File: config.mk
export PLATFORM = sky130hd
export DESIGN_NAME = shift_cmd_sequencer
export DESIGN_NICKNAME = d
export VERILOG_FILES = /design/src/rtl/shift_cmd_pkg.sv /design/src/rtl/shift_cmd_fifo.sv /design/src/rtl/shift_cmd_sequencer.sv
export SDC_FILE = /design/constraint.sdc
export NUM_CORES = 1
export LEC_CHECK = 0
export ABC_AREA = 1
export CAP_MARGIN = 10
export CORE_ASPECT_RATIO = 1.75
export CORE_UTILIZATION = 30
export DETAILED_ROUTE_END_ITERATION = 8
export PLACE_DENSITY_LB_ADDON = 0.2
export SYNTH_ARGS = -nofsm -noshare
export SYNTH_HDL_FRONTEND = slang
export SYNTH_HIERARCHICAL = 1
export SYNTH_SLANG_ARGS = --single-unit
export TNS_END_PERCENT = 10
File: constraint.sdc
create_clock -name clock -period 2.4 [get_ports clock]
set_input_delay 0.48 -clock clock [delete_from_list [all_inputs] [get_ports clock]]
set_output_delay 0.48 -clock clock [all_outputs]
set_load 0.03 [all_outputs]
File: src/rtl/shift_cmd_pkg.sv
// Shared types for the shift-register command sequencer: mode encodings,
// FSM state type, the 9-bit {mode, data, count} command record and a helper
// that turns a 3-bit count field into a cycle count.
package shift_cmd_pkg;

  localparam int unsigned MODE_W  = 2;
  localparam int unsigned DATA_W  = 4;
  localparam int unsigned COUNT_W = 3;
  localparam int unsigned CMD_W   = MODE_W + DATA_W + COUNT_W;
  localparam int unsigned REM_W   = 4;

  typedef enum logic [MODE_W-1:0] {
    MODE_HOLD = 2'b00,
    MODE_SHR  = 2'b01,
    MODE_SHL  = 2'b10,
    MODE_LOAD = 2'b11
  } mode_e;

  typedef enum logic {
    IDLE  = 1'b0,
    ISSUE = 1'b1
  } state_e;

  typedef struct packed {
    mode_e              mode;
    logic [DATA_W-1:0]  data;
    logic [COUNT_W-1:0] count;
  } cmd_t;

  // A zero count field stands for the maximum window of 8 cycles.
  function automatic logic [REM_W-1:0] cmd_cycles(input logic [COUNT_W-1:0] count);
    return (count == '0) ? REM_W'(8) : REM_W'(count);
  endfunction

endpackage

File: src/rtl/shift_cmd_fifo.sv
// Synchronous FIFO for buffered commands.
// Ports: clock, reset (async, active-high), push/wdata write side,
// pop/rdata read side (rdata shows the head entry combinationally),
// full, empty, occupancy (0..DEPTH).
// A push while full is dropped; a pop while empty is ignored.
module shift_cmd_fifo #(
  parameter int unsigned DEPTH = 4,
  parameter int unsigned WIDTH = 9
) (
  input  logic                   clock,
  input  logic                   reset,
  input  logic                   push,
  input  logic [WIDTH-1:0]       wdata,
  input  logic                   pop,
  output logic [WIDTH-1:0]       rdata,
  output logic                   full,
  output logic                   empty,
  output logic [$clog2(DEPTH):0] occupancy
);

  localparam int unsigned AW = $clog2(DEPTH);
  localparam int unsigned OW = AW + 1;

  logic [WIDTH-1:0] mem [DEPTH];
  logic [AW-1:0]    wr_ptr;
  logic [AW-1:0]    rd_ptr;
  logic             do_push_c;
  logic             do_pop_c;

  assign full      = (occupancy == OW'(DEPTH));
  assign empty     = (occupancy == '0);
  assign do_push_c = push && !full;
  assign do_pop_c  = pop && !empty;
  assign rdata     = mem[rd_ptr];

  // Pointers and occupancy; depth is a power of two so pointers wrap naturally.
  always_ff @(posedge clock or posedge reset) begin
    if (reset) begin
      wr_ptr    <= '0;
      rd_ptr    <= '0;
      occupancy <= '0;
    end else begin
      if (do_push_c) wr_ptr <= wr_ptr + AW'(1);
      if (do_pop_c)  rd_ptr <= rd_ptr + AW'(1);
      case ({do_push_c, do_pop_c})
        2'b10:   occupancy <= occupancy + OW'(1);
        2'b01:   occupancy <= occupancy - OW'(1);
        default: occupancy <= occupancy;
      endcase
    end
  end

  // Storage array; contents are don't-care until written.
  always_ff @(posedge clock) begin
    if (do_push_c) mem[wr_ptr] <= wdata;
  end

endmodule

File: src/rtl/shift_cmd_sequencer.sv
// Command sequencer for a downstream universal shift register.
// Commands {mode, data, count} are buffered in a FIFO and replayed onto
// MODE/DATAIN for count cycles each (count 0 = 8 cycles), back to back.
// Ports: clock, reset (async, active-high); cmd_valid/cmd_ready handshake
// with cmd_mode/cmd_data/cmd_count; registered MODE, DATAIN, cmd_done
// (pulse on the last cycle of a command); busy and cmd_ready derive from
// registered state only.
module shift_cmd_sequencer
  import shift_cmd_pkg::*;
#(
  parameter int unsigned FIFO_DEPTH = 4
) (
  input  logic               clock,
  input  logic               reset,
  input  logic               cmd_valid,
  output logic               cmd_ready,
  input  logic [MODE_W-1:0]  cmd_mode,
  input  logic [DATA_W-1:0]  cmd_data,
  input  logic [COUNT_W-1:0] cmd_count,
  output logic [MODE_W-1:0]  MODE,
  output logic [DATA_W-1:0]  DATAIN,
  output logic               busy,
  output logic               cmd_done
);

  localparam int unsigned OCC_W = $clog2(FIFO_DEPTH) + 1;

  state_e           state;
  logic [REM_W-1:0] remaining;
  logic             ready_en;
  cmd_t             push_cmd;
  cmd_t             head_cmd;
  logic [CMD_W-1:0] head_raw;
  logic [REM_W-1:0] head_cycles_c;
  logic             fifo_full;
  logic             fifo_empty;
  logic [OCC_W-1:0] fifo_occ;
  logic             push_c;
  logic             pop_c;

  // ready_en holds cmd_ready low until the first edge after reset releases.
  assign cmd_ready     = ready_en && !fifo_full;
  assign busy          = (state == ISSUE) || (fifo_occ != '0);
  assign push_c        = cmd_valid && cmd_ready;
  assign push_cmd      = '{mode: mode_e'(cmd_mode), data: cmd_data, count: cmd_count};
  assign head_cmd      = cmd_t'(head_raw);
  assign head_cycles_c = cmd_cycles(head_cmd.count);

  // Pop when idle, or on the last cycle of a window so the next command follows with no gap.
  assign pop_c = !fifo_empty &&
                 ((state == IDLE) || ((state == ISSUE) && (remaining == REM_W'(1))));

  shift_cmd_fifo #(
    .DEPTH (FIFO_DEPTH),
    .WIDTH (CMD_W)
  ) u_fifo (
    .clock     (clock),
    .reset     (reset),
    .push      (push_c),
    .wdata     (push_cmd),
    .pop       (pop_c),
    .rdata     (head_raw),
    .full      (fifo_full),
    .empty     (fifo_empty),
    .occupancy (fifo_occ)
  );

  // Issue FSM with registered MODE/DATAIN/cmd_done.
  always_ff @(posedge clock or posedge reset) begin
    if (reset) begin
      state     <= IDLE;
      remaining <= '0;
      ready_en  <= 1'b0;
      MODE      <= MODE_HOLD;
      DATAIN    <= '0;
      cmd_done  <= 1'b0;
    end else begin
      ready_en <= 1'b1;
      cmd_done <= 1'b0;

      unique case (state)
        IDLE:    if (pop_c) state <= ISSUE;
        ISSUE:   if ((remaining == REM_W'(1)) && !pop_c) state <= IDLE;
        default: state <= IDLE;
      endcase

      if (pop_c) begin
        MODE      <= head_cmd.mode;
        DATAIN    <= head_cmd.data;
        remaining <= head_cycles_c;
        cmd_done  <= (head_cycles_c == REM_W'(1));
      end else if ((state == ISSUE) && (remaining != REM_W'(1))) begin
        remaining <= remaining - REM_W'(1);
        // Flag the final cycle one edge ahead so cmd_done stays registered.
        cmd_done  <= (remaining == REM_W'(2));
      end else begin
        MODE      <= MODE_HOLD;
        DATAIN    <= '0;
        remaining <= '0;
      end
    end
  end

endmodule

==> results.md <==
- In this run the horizontal extent of the chip is 71.73 um.
- The critical path class is flip-flop to output pin.
- The switching power total is 1.302 mW.
- STA classifies the critical path endpoint as an output pin.
- The worst hold slack after final layout is 447.1 ps.
- In this run, the combinational gates consume 37.3% of the power.
- Entering global routing, the biggest net connects 38 pins.
- The via count of the routed design is 1629.
- Across all setup checks in the final design, the least slack found is 112.3 ps.
- The busiest layer in global routing is met2.
- For this run, the leading register cell type out of synthesis is edfxtp_1.
- Data arrives at the worst endpoint at 1810 ps.
- During placement, the flow inserted port buffers numbering 20.
- The worst setup path is launched from a flip-flop.
- The number of nets in the synthesized netlist is 265.
- The fraction of post-synthesis cell area in the top cell type by area is 42.35%.
- The unique cell type count in the Yosys netlist is 23.
- Global routing used 11.61% of the available tracks.
- TritonCTS built the clock tree.
- The clock tree buffer depth is 2.
- The share of the Yosys chip area taken by registers is 61.96%.
- The maximum net fanout on the critical path is 4.
- The count of nets left with antenna violations once routing finished came out at 0.
- The launch point of the worst reg-to-reg path is u_fifo/occupancy[0].
- Once the floorplan was initialized, standard cells occupied 30.91% of the core.
- The number of H-tree branching levels is 2.
- The first global-routing pass estimated 7603 um of wire.
- The total of endpoints with negative setup slack in the final report is 0.
- For the pin with the worst max-slew slack, the measured transition is 536.8 ps.
- The mean routed wirelength per cell is 12.48 um.
- The number of global-route vias before repair is 1645.
- At the worst endpoint, the required time is 1920 ps.
- The flip-flop and latch area is 0.001582 mm^2.
- The DRC violation count after routing is 0.
- The count of flip-flops with a built-in enable after synthesis is 36.
- Routability-driven placement finished with a final weighted congestion of 0.6881.
- Ranked by total cell area, the synthesized netlist is headed by edfxtp_1 (42%), dfrtp_1 (20%), nand2_1 (9.9%), inv_1 (6.3%), o211ai_1 (5.3%).
- Cells fill 36.33% of the core in the end.
- The global routing usage on met2 is 22.64%.
- Counting flops with an async set or reset pin after synthesis yields a share of 35.71%.
- The vertical die dimension is 124.0 um.
- The final number of hold-violating endpoints was 0.
- For this run, the post-layout net count is 291.
- For this run, the number of standard cells in the final layout without fillers is 363.
- At the placement stage, the worst setup path has a slack of 21.56 ps.
- VDD sags by at most 0.0004193 V.
- After detailed routing, the total wire length is 4532 um.
- The number of gates resized after CTS was 0.
- The share of the clock period used by the worst path is 95.32%.
- The iteration-0 DRC count of the detailed router is 61.
- Counting every sink on the clock net gives 56.
- The number of buffers added to fix hold violations after cts is 0.
- The fraction of power consumed by the clock network is 21.6%.
- The count of maximum capacitance violations is 0.
- The final HPWL from detailed placement is 3287 um.
- Once the clock tree was built, the setup fixing pass inserted 0 buffers.
- Based on the critical path, the design can be clocked at up to 437.1 MHz.
- The headroom to the max-slew limit is 64.16%.
- The latest clock arrival within the worst-skew pair is 300 ps.
- In the routed layout, each cell is associated on average with a via count of 4.488.
- The number of warnings printed during yosys synthesis is 6.
- The total power density per cell area is 1136 mW/mm^2.
- The flow ran to the end, and the final reports show no timing, DRC or antenna violations.
- After filler insertion, the fill cell instance count of the layout stands at 822.
- For this design the top-level I/O count stands at 21.
- The post-route clock skew is 9.563 ps.
- After clock tree synthesis, the clock-pin slew on the worst setup and hold paths is 70 ps.
- The fraction of layout cells with a size suffix above 1 is 7.749%.
- The layout overhead on the synthesized area is 17.55%.
- In the synthesized netlist, the cells that appear most often are nand2_1 (67), inv_1 (43), edfxtp_1 (36).
- The most used standard cell by instance count after synthesis is nand2_1.
- The met3 track utilization from global routing is 2.265%.
- The number of placed instances, taps included, is 355.
- The fraction of met1 tracks used by global routing is 10.98%.
- In this run switching power makes up 38.21% of total power.
- The die covers 0.008895 mm^2.
- For this run the aggregate overflow at the end of global routing stands at 0.
- Summed over all instances, the cell type with the most area after synthesis is edfxtp_1.
- The sequential power share is 41.1%.
- The total standard cell area after synthesis is 0.002552 mm^2.
- The number of antenna violations at the first check in global routing is 0.
- The path type of the worst min-delay path is input port to async pin.
- In this run the static leakage power is 1.359 nW.
- The number of iterations in the first detailed-routing pass is 3.
- The worst reg-to-reg path cell count is 13.
- The average instance in the mapped netlist occupies 10.46 um^2.
- The total count of max-transition violations in the final report is 0.
- The floorplan step defined a core boundary enclosing 0.008258 mm^2.
- The capturing point of the worst reg2reg path is u_fifo/occupancy[2].
- The number of core rows is 44.
- The number of antenna diodes in the final layout is 0.
- The total of flip-flops plus latches after synthesis is 56.
- The minimum period implied by the final worst setup slack is 2288 ps.
- The internal power of the cells totals 2.105 mW.
- Clock tree synthesis selected as its root buffer the cell clkbuf_16.
- The synthesized instance count is 244.
- The total area of multi-input combinational cells is 740.7 um^2.
- The number of buffers created by CTS is 5.
- Setup slack on the worst reg-to-reg path comes out at 280 ps.
-- cell usage in the layout (no fill, tap or decap), types with 2 or more instances in the layout --
cell,count
nand2_1,67
inv_1,43
edfxtp_1,36
dfrtp_1,20
nand3_1,20
clkdlybuf4s50_1,20
o211ai_1,18
ha_1,8
nor2_1,7
buf_4,6
clkbuf_16,5
nand2_2,3
nor3_1,2
nand4_1,2
inv_6,2
-- kinds of logic (layout without fill, tap and decap cells) --
group / after synthesis / in the layout / share of synthesized area, %
xor gates and xnor gates: 2 / 2 / 0.6864
AOI/OAI and AO/OA: 20 / 20 / 5.833
adders and majority gates: 9 / 9 / 4.706
DFF: 56 / 56 / 61.96
buffers and inverters: 52 / 79 / 9.215
and+or+nand+nor: 104 / 104 / 17.45
other: 1 / 1 / 0.1469
-- stage by stage --
step	TNS (ps)	instance area, um^2	power (mW)
final	0	3000	3.407
after global routing	-12.35	3000	3.706
after CTS	0	2995	3.464
after detailed placement	0	2846	2.717
after global placement	0	2846	2.697
after floorplan	0	2552	2.403
-- power groups by stage --
stage | combinational (mW) | clock [mW] | sequential (mW)
finish | 1.27 | 0.737 | 1.40
global route | 1.47 | 0.801 | 1.43
CTS | 1.30 | 0.763 | 1.41
detailed placement | 1.29 | 0 | 1.43
global placement | 1.27 | 0 | 1.42
floorplan | 0.934 | 0 | 1.47
-- final cells by class --
| class | count | area share [%] |
|---|---|---|
| Clock inverter | 3 | 0.7923 |
| Multi-Input combinational cell | 136 | 24.69 |
| Sequential cell | 56 | 52.71 |
| Timing Repair Buffer | 26 | 8.173 |
| Clock buffer | 5 | 4.170 |
| Tap cell | 92 | 3.837 |
| Inverter | 45 | 5.630 |
-- state kept, by name, indices dropped and copies added, names as in the netlist, 2 cells and up --
name and count:
u_fifo/mem 36, MODE 2, u_fifo/occupancy 3, remaining 4
u_fifo/rd_ptr 2, u_fifo/wr_ptr 2, DATAIN 4
-- routing by layer --
layer	part of all wire [%]	vias up	routed length (um)
li1	-	841	-
met1	37	760	1676
met2	58	19	2640
met3	2.0	9	92
met4	2.7	0	122
met5	0	-	0
-- worst max-delay path, stage by stage (launching register included) --
cell and delay [ps]:
dfrtp_1 390, inv_1 100, nand3_1 160, inv_1 90, nor2_1 110, clkdlybuf4s50_1 670
-- worst max path at each step --
stage | from | to | slack (ps)
floorplan | remaining[1] | u_fifo/occupancy[2] | 370
global placement | cmd_valid | u_fifo/occupancy[1] | 110
detailed placement | cmd_valid | u_fifo/occupancy[1] | 20
CTS | u_fifo/occupancy[1] | cmd_ready | 110
global route | u_fifo/occupancy[1] | cmd_ready | -10
finish | u_fifo/occupancy[0] | cmd_ready | 110
Power figures use the tool's default switching activity.
